### src/rtl/dmem_dma_pkg.sv
// dmem_dma shared definitions.
// State encoding, mode constants and I/O map.
package dmem_dma_pkg;

  localparam int DBITS    = 32;
  localparam int WORDBITS = 2;
  localparam int LENBITS  = 12;

  typedef enum logic [1:0] {
    S_IDLE,
    S_READ,
    S_WRITE,
    S_FIN
  } state_e;

  localparam logic MODE_COPY = 1'b0;
  localparam logic MODE_FILL = 1'b1;

  localparam logic [DBITS-1:0] HEX_ADDR  = 32'hFFFF_0000;
  localparam logic [DBITS-1:0] LEDR_ADDR = 32'hFFFF_0020;
  localparam logic [DBITS-1:0] LEDG_ADDR = 32'hFFFF_0040;
  localparam logic [DBITS-1:0] KEY_ADDR  = 32'hFFFF_0100;
  localparam logic [DBITS-1:0] SW_ADDR   = 32'hFFFF_0120;

  function automatic logic misaligned(
    input logic [DBITS-1:0] a
  );
    return |a[WORDBITS-1:0];
  endfunction

endpackage

### src/rtl/dmem_dma_if.sv
// dmem_dma command and data-memory bus.
// master = engine side, slave = host/memory side.
interface dmem_dma_if;
  import dmem_dma_pkg::*;

  logic               START;
  logic               MODE;
  logic [DBITS-1:0]   SRCADDR;
  logic [DBITS-1:0]   DSTADDR;
  logic [LENBITS-1:0] LEN;
  logic [DBITS-1:0]   FILLVAL;
  logic               ABORT;
  logic [DBITS-1:0]   ADDROUT;
  logic [DBITS-1:0]   DOUT;
  logic               WE;
  logic [DBITS-1:0]   DIN;
  logic               BUSY;
  logic               DONE;
  logic               ERR;

  modport master (
    input  START, MODE, SRCADDR, DSTADDR,
    input  LEN, FILLVAL, ABORT, DIN,
    output ADDROUT, DOUT, WE,
    output BUSY, DONE, ERR
  );

  modport slave (
    output START, MODE, SRCADDR, DSTADDR,
    output LEN, FILLVAL, ABORT, DIN,
    input  ADDROUT, DOUT, WE,
    input  BUSY, DONE, ERR
  );

endinterface

### src/rtl/dmem_dma.sv
// dmem_dma: word copy/fill engine on the
// data-memory port; all outputs registered.
module dmem_dma
  import dmem_dma_pkg::*;
(
  input  logic         CLK,
  input  logic         RESET,
  dmem_dma_if.master   bus
);

  localparam logic [DBITS-1:0] STRIDE =
    DBITS'(1 << WORDBITS);

  state_e             state_q, state_d;
  logic               mode_q, mode_d;
  logic [DBITS-1:0]   src_q, src_d;
  logic [DBITS-1:0]   dst_q, dst_d;
  logic [LENBITS-1:0] cnt_q, cnt_d;
  logic [DBITS-1:0]   pat_q, pat_d;
  logic [DBITS-1:0]   rbuf_q, rbuf_d;
  logic [DBITS-1:0]   addr_q, addr_d;
  logic [DBITS-1:0]   dout_q, dout_d;
  logic               we_q, we_d;
  logic               busy_q, busy_d;
  logic               done_q, done_d;
  logic               err_q, err_d;

  logic               bad_addr;

  // Command decode, next state, and the
  // output values for the next state.
  always_comb begin
    state_d = state_q;
    mode_d  = mode_q;
    src_d   = src_q;
    dst_d   = dst_q;
    cnt_d   = cnt_q;
    pat_d   = pat_q;
    rbuf_d  = rbuf_q;
    err_d   = err_q;
    bad_addr = misaligned(bus.DSTADDR) ||
      (bus.MODE == MODE_COPY &&
       misaligned(bus.SRCADDR));

    unique case (state_q)
      S_IDLE: begin
        if (bus.START) begin
          mode_d = bus.MODE;
          src_d  = bus.SRCADDR;
          dst_d  = bus.DSTADDR;
          cnt_d  = bus.LEN;
          pat_d  = bus.FILLVAL;
          err_d  = 1'b0;
          if (bad_addr) begin
            err_d   = 1'b1;
            state_d = S_FIN;
          end else if (bus.LEN == '0) begin
            state_d = S_FIN;
          end else if (bus.MODE == MODE_FILL) begin
            state_d = S_WRITE;
          end else begin
            state_d = S_READ;
          end
        end
      end
      S_READ: begin
        rbuf_d  = bus.DIN;
        src_d   = src_q + STRIDE;
        state_d = S_WRITE;
        if (bus.ABORT) begin
          err_d   = 1'b1;
          state_d = S_FIN;
        end
      end
      S_WRITE: begin
        dst_d = dst_q + STRIDE;
        cnt_d = cnt_q - LENBITS'(1);
        if (cnt_q == LENBITS'(1)) begin
          state_d = S_FIN;
        end else if (mode_q == MODE_FILL) begin
          state_d = S_WRITE;
        end else begin
          state_d = S_READ;
        end
        if (bus.ABORT) begin
          err_d   = 1'b1;
          state_d = S_FIN;
        end
      end
      S_FIN: begin
        state_d = S_IDLE;
      end
      default: begin
        state_d = S_IDLE;
      end
    endcase

    addr_d = '0;
    dout_d = '0;
    we_d   = 1'b0;
    busy_d = 1'b0;
    done_d = 1'b0;
    unique case (state_d)
      S_READ: begin
        addr_d = src_d;
        busy_d = 1'b1;
      end
      S_WRITE: begin
        addr_d = dst_d;
        dout_d = (mode_d == MODE_FILL) ?
          pat_d : rbuf_d;
        we_d   = 1'b1;
        busy_d = 1'b1;
      end
      S_FIN: begin
        done_d = 1'b1;
      end
      default: begin
        addr_d = '0;
      end
    endcase
  end

  // State, working registers and registered
  // outputs; synchronous reset.
  always_ff @(posedge CLK) begin
    if (RESET) begin
      state_q <= S_IDLE;
      mode_q  <= MODE_COPY;
      src_q   <= '0;
      dst_q   <= '0;
      cnt_q   <= '0;
      pat_q   <= '0;
      rbuf_q  <= '0;
      addr_q  <= '0;
      dout_q  <= '0;
      we_q    <= 1'b0;
      busy_q  <= 1'b0;
      done_q  <= 1'b0;
      err_q   <= 1'b0;
    end else begin
      state_q <= state_d;
      mode_q  <= mode_d;
      src_q   <= src_d;
      dst_q   <= dst_d;
      cnt_q   <= cnt_d;
      pat_q   <= pat_d;
      rbuf_q  <= rbuf_d;
      addr_q  <= addr_d;
      dout_q  <= dout_d;
      we_q    <= we_d;
      busy_q  <= busy_d;
      done_q  <= done_d;
      err_q   <= err_d;
    end
  end

  assign bus.ADDROUT = addr_q;
  assign bus.DOUT    = dout_q;
  assign bus.WE      = we_q;
  assign bus.BUSY    = busy_q;
  assign bus.DONE    = done_q;
  assign bus.ERR     = err_q;

endmodule

### src/flat_wrapper.sv
// flat-port wrapper written by rule: the top's interface ports become plain ports
module dmem_dma_flat import dmem_dma_pkg::*;
  (CLK, RESET, bus_START, bus_MODE, bus_SRCADDR, bus_DSTADDR, bus_LEN, bus_FILLVAL, bus_ABORT, bus_DIN, bus_ADDROUT, bus_DOUT, bus_WE, bus_BUSY, bus_DONE, bus_ERR);
  dmem_dma_if bus_i ();
  input  logic CLK;
  input  logic RESET;
  input wire logic [$bits(bus_i.START)-1:0] bus_START;
  input wire logic [$bits(bus_i.MODE)-1:0] bus_MODE;
  input wire logic [$bits(bus_i.SRCADDR)-1:0] bus_SRCADDR;
  input wire logic [$bits(bus_i.DSTADDR)-1:0] bus_DSTADDR;
  input wire logic [$bits(bus_i.LEN)-1:0] bus_LEN;
  input wire logic [$bits(bus_i.FILLVAL)-1:0] bus_FILLVAL;
  input wire logic [$bits(bus_i.ABORT)-1:0] bus_ABORT;
  input wire logic [$bits(bus_i.DIN)-1:0] bus_DIN;
  output wire logic [$bits(bus_i.ADDROUT)-1:0] bus_ADDROUT;
  output wire logic [$bits(bus_i.DOUT)-1:0] bus_DOUT;
  output wire logic [$bits(bus_i.WE)-1:0] bus_WE;
  output wire logic [$bits(bus_i.BUSY)-1:0] bus_BUSY;
  output wire logic [$bits(bus_i.DONE)-1:0] bus_DONE;
  output wire logic [$bits(bus_i.ERR)-1:0] bus_ERR;
  assign bus_i.START = bus_START;
  assign bus_i.MODE = bus_MODE;
  assign bus_i.SRCADDR = bus_SRCADDR;
  assign bus_i.DSTADDR = bus_DSTADDR;
  assign bus_i.LEN = bus_LEN;
  assign bus_i.FILLVAL = bus_FILLVAL;
  assign bus_i.ABORT = bus_ABORT;
  assign bus_i.DIN = bus_DIN;
  assign bus_ADDROUT = bus_i.ADDROUT;
  assign bus_DOUT = bus_i.DOUT;
  assign bus_WE = bus_i.WE;
  assign bus_BUSY = bus_i.BUSY;
  assign bus_DONE = bus_i.DONE;
  assign bus_ERR = bus_i.ERR;
  dmem_dma u_core (.CLK(CLK), .RESET(RESET), .bus(bus_i));
endmodule
### config.mk
export PLATFORM = sky130hd
export DESIGN_NAME = dmem_dma_flat
export DESIGN_NICKNAME = d
export VERILOG_FILES = /design/src/rtl/dmem_dma_pkg.sv /design/src/rtl/dmem_dma_if.sv /design/src/rtl/dmem_dma.sv /design/src/flat_wrapper.sv
export SDC_FILE = /design/constraint.sdc
export NUM_CORES = 1
export LEC_CHECK = 0
export BUFFER_PORTS_ARGS = -buffer_cell sky130_fd_sc_hd__buf_2
export CAP_MARGIN = 10
export CORE_ASPECT_RATIO = 1.25
export CORE_MARGIN = 2
export CORE_UTILIZATION = 50
export CTS_CLUSTER_SIZE = 24
export DETAILED_ROUTE_END_ITERATION = 8
export GPL_TIMING_DRIVEN = 1
export PLACE_DENSITY = 0.81
export SLEW_MARGIN = 25
export SYNTH_ARGS = -nofsm -noshare
export SYNTH_HDL_FRONTEND = slang
export SYNTH_SLANG_ARGS = --single-unit
### constraint.sdc
create_clock -name CLK -period 3.6 [get_ports CLK]
set_input_delay 0.36 -clock CLK [delete_from_list [all_inputs] [get_ports CLK]]
set_output_delay 0.36 -clock CLK [all_outputs]
set_load 0.005 [all_outputs]
==> impl_metrics.sql <==
INSERT INTO impl_metrics (metric_group, metric, value, unit) VALUES
('logic_synthesis', 'syn_inst', '1205', ''),
('sta', 'fin_setup_tns', '0', 'ns'),
('worst_hold_path', 'hold_end', 'u_core.rbuf_q[5]', ''),
('logic_synthesis', 'area_share_of_xor_xnor_cells_in_the_synthesized_design', '0.0263', ''),
('clocking', 'cts.clk_slew.worst_paths', '0.06', 'ns'),
('sta', 'report.final.hold_viol_count', '0', ''),
('global_route', 'groute.usage.overall', '0.262', ''),
('worst_hold_path', 'worstHoldStart', 'bus_DIN[5]', ''),
('clocking', 'cts_resized', '0', ''),
('global_route', 'grtUsageMet1', '0.304', ''),
('logic_synthesis', 'yosysWarnings', '0', ''),
('global_route', 'gr_peak_layer', 'met2', ''),
('routing', 'vias_per_cell', '5.99', ''),
('logic_synthesis', 'yosysTopAreaCell', 'dfxtp_1', ''),
('sta', 'maxClockFrequency', '296', 'MHz'),
('routing', 'avgRoutedWirePerCell', '18.0', 'um'),
('worst_setup_path', 'critical_path.startpoint_type', 'flop', ''),
('global_route', 'grt_antenna_before_repair', '4', ''),
('worst_setup_path', 'cp_data_arrival_time', '3.82', 'ns'),
('pwr', 'vdd_ir_drop_max', '0.000535', 'V'),
('worst_setup_path', 'timing.reg2reg.setup_slack', '0.22', 'ns'),
('run_status', 'status', 'complete, no violations', ''),
('logic_synthesis', 'synth_seq_cells', '211', ''),
('routing', 'initialDrtViolationCount', '773', ''),
('logic_synthesis', 'synth_area', '10300', 'um2'),
('sta', 'setup_viol', '0', ''),
('logic_synthesis', 'postSynthNetCount', '1362', ''),
('floorplanning', 'core-area', '20200', 'um2'),
('placement', 'hpwl', '21000', 'um'),
('global_route', 'maximum_number_of_pins_on_one_net_before_global_route_repair', '62', ''),
('floorplanning', 'row_count', '58', ''),
('clocking', 'postcts_setup_bufs', '0', ''),
('logic_synthesis', 'fraction_of_the_mapped_netlist_area_in_simple_logic_gates', '0.207', ''),
('logic_synthesis', 'synth_edf_count', '0', ''),
('logic_synthesis', 'yosysSeqAreaShare', '0.409', ''),
('worst_setup_path', 'worst_setup_path_end_kind', 'flop', ''),
('worst_setup_path', 'rr_worst_depth', '10', ''),
('sta', 'finalClockSkew', '0.0131', 'ns'),
('global_route', 'grtUsageMet3', '0.0721', ''),
('logic_synthesis', 'ys_top_cells_by_count', 'dfxtp_1, nand2_1, a21oi_1', ''),
('logic_synthesis', 'synth_most_common_cell', 'dfxtp_1', ''),
('worst_setup_path', 'timing.rr.end', 'u_core.bus.ADDROUT[27]', ''),
('sta', 'rsz0062_at_grt', 'no', ''),
('worst_setup_path', 'cp_max_fo', '9', ''),
('routing', 'vias', '9984', ''),
('clocking', 'hold_buffers', '0', ''),
('logic_synthesis', 'dominant_combinational_cell_family_by_area_after_synthesis', 'compound AO/OA/AOI/OAI gates', ''),
('logic_synthesis', 'async_flop_share', '0', ''),
('pwr', 'leakagePower', '4.96', 'nW'),
('clocking', 'clock_root_buffer', 'clkbuf_16', ''),
('sta', 'report.final.slew_viol_count', '0', ''),
('clocking', 'clk_latency', '0.52', 'ns'),
('routing', 'detail_route.drc_violations', '0', ''),
('worst_setup_path', 'critPathRequiredTime', '4.04', 'ns'),
('finish', 'multi_input_area', '5710', 'um2'),
('placement', 'placed_area', '11600', 'um2'),
('floorplanning', 'ios', '213', ''),
('sta', 'max-slew-margin-rel', '0.534', ''),
('finish', 'layout.area.seq', '4220', 'um2'),
('routing', 'wl', '30000', 'um'),
('clocking', 'tritoncts', 'built', ''),
('global_route', 'grt_pass1_vias', '9285', ''),
('sta', 'post-route-min-period', '3.38', 'ns'),
('logic_synthesis', 'synth.top_cell.area_share', '0.409', ''),
('logic_synthesis', 'compound_cell_area_share_of_the_yosys_netlist', '0.209', ''),
('global_route', 'globalRouteOverflowTotal', '0', ''),
('worst_setup_path', 'crit_type', 'reg2reg', ''),
('global_route', 'grt_pass1_wl', '46700', 'um'),
('logic_synthesis', 'postSynth.topFlopCell', 'dfxtp_1', ''),
('floorplanning', 'floorplan.die.width', '133', 'um'),
('clocking', 'cts_max_path_buffers', '3', '');
report_power, final:
part / switching, mW / internal, mW
logic: 2.29 / 1.49
clock network: 0.978 / 1.43
registers: 0.492 / 2.92
total: 3.76 / 5.85
worst max-delay path by stage:
stage | startpoint | endpoint | slack (ns) | cells after the start
floorplan | u_core.state_q[0] | u_core.bus.ADDROUT[20] | 0.16 | 17
global placement | u_core.cnt_q[4] | u_core.bus.ADDROUT[20] | 0.28 | 10
detailed placement | u_core.cnt_q[4] | u_core.bus.ADDROUT[22] | 0.17 | 10
CTS | u_core.cnt_q[4] | u_core.bus.ADDROUT[22] | 0.16 | 10
global route | u_core.cnt_q[4] | u_core.bus.ADDROUT[16] | 0.07 | 12
finish | u_core.cnt_q[4] | u_core.bus.ADDROUT[27] | 0.22 | 10
registers in the layout, summed over array words and instances, names as in the netlist:
signal,cells
u_core.mode_q,1
u_core.state_q,2
u_core.bus.DONE,1
u_core.bus.ERR,1
u_core.bus.BUSY,1
u_core.rbuf_q,32
u_core.bus.DOUT,32
u_core.dst_q,32
u_core.bus.ADDROUT,32
u_core.bus.WE,1
u_core.cnt_q,12
u_core.pat_q,32
u_core.src_q,32
layout by cell type (no fill, tap or decap), types with 7 or more instances in the layout:
master | Yosys | final
clkbuf_1 | 74 | 8
buf_2 | 3 | 211
nand3_1 | 28 | 28
a21o_1 | 42 | 42
a221oi_1 | 11 | 11
or3_1 | 7 | 7
xor2_1 | 13 | 13
a22oi_1 | 32 | 32
a22o_1 | 12 | 12
and2_1 | 15 | 14
nor2_1 | 99 | 98
ha_1 | 12 | 9
inv_1 | 25 | 25
nor3_1 | 24 | 24
o221ai_1 | 9 | 9
o211ai_1 | 9 | 9
o22ai_1 | 27 | 27
a21oi_1 | 100 | 100
xnor2_1 | 18 | 18
nand2_1 | 119 | 117
nor4_1 | 24 | 24
buf_4 | 0 | 26
dfxtp_1 | 211 | 211
o31ai_1 | 11 | 11
nand2b_1 | 34 | 34
clkbuf_16 | 0 | 23
nor2b_1 | 13 | 13
o21ai_0 | 30 | 30
mux2i_1 | 44 | 43
nand4_1 | 18 | 18
mux2_2 | 46 | 46
or4_1 | 15 | 14
through the flow:
| stage | setup slack (ns) | power [mW] | hold slack, ns | instances |
|---|---|---|---|---|
| 3_3_place_gp | 0.282 | 7.04 | 0.450 | 1624 |
| 2_1_floorplan | 0.161 | 5.94 | 0.437 | 1205 |
| 4_1_cts | 0.155 | 9.57 | 0.0783 | 1666 |
| 6_report | 0.216 | 9.61 | 0.0896 | 1668 |
| 5_1_grt | 0.0657 | 10.1 | 0.103 | 1666 |
| 3_5_place_dp | 0.172 | 7.14 | 0.458 | 1624 |
routing by layer:
| metal | vias to the layer above | part of all wire | routed length, um |
|---|---|---|---|
| met3 | 84 | 0.10 | 2990 |
| met2 | 465 | 0.48 | 14400 |
| met4 | 4 | 0.037 | 1110 |
| met5 | - | 0.00087 | 26 |
| met1 | 4695 | 0.38 | 11400 |
| li1 | 4736 | - | - |
area by class of cell:
class / instances / area share
diodes: 2 / 0.000404
clock buffers: 32 / 0.0500
clock inverters: 10 / 0.0118
inverters: 25 / 0.00758
multi-input cells: 881 / 0.461
flip-flops and latches: 211 / 0.341
well taps: 270 / 0.0273
repair buffers: 237 / 0.101
logic make-up after synthesis:
group           Yosys count
xor+xnor                 31
compound gates          324
simple gates            424
mux                      90
fa+ha+maj                12
buf+inv                 113
flops                   211
worst max-delay path: stages (launching register included):
cell and delay [ns]:
dfxtp_1 0.35, or4_4 0.57, or4_1 0.57, a21oi_1 0.19
o31ai_1 0.14, ha_1 0.33, or2_2 0.36, inv_1 0.18
nand2_1 0.25, o22a_1 0.28, o221ai_1 0.07
(Power assumes the default switching activity.)
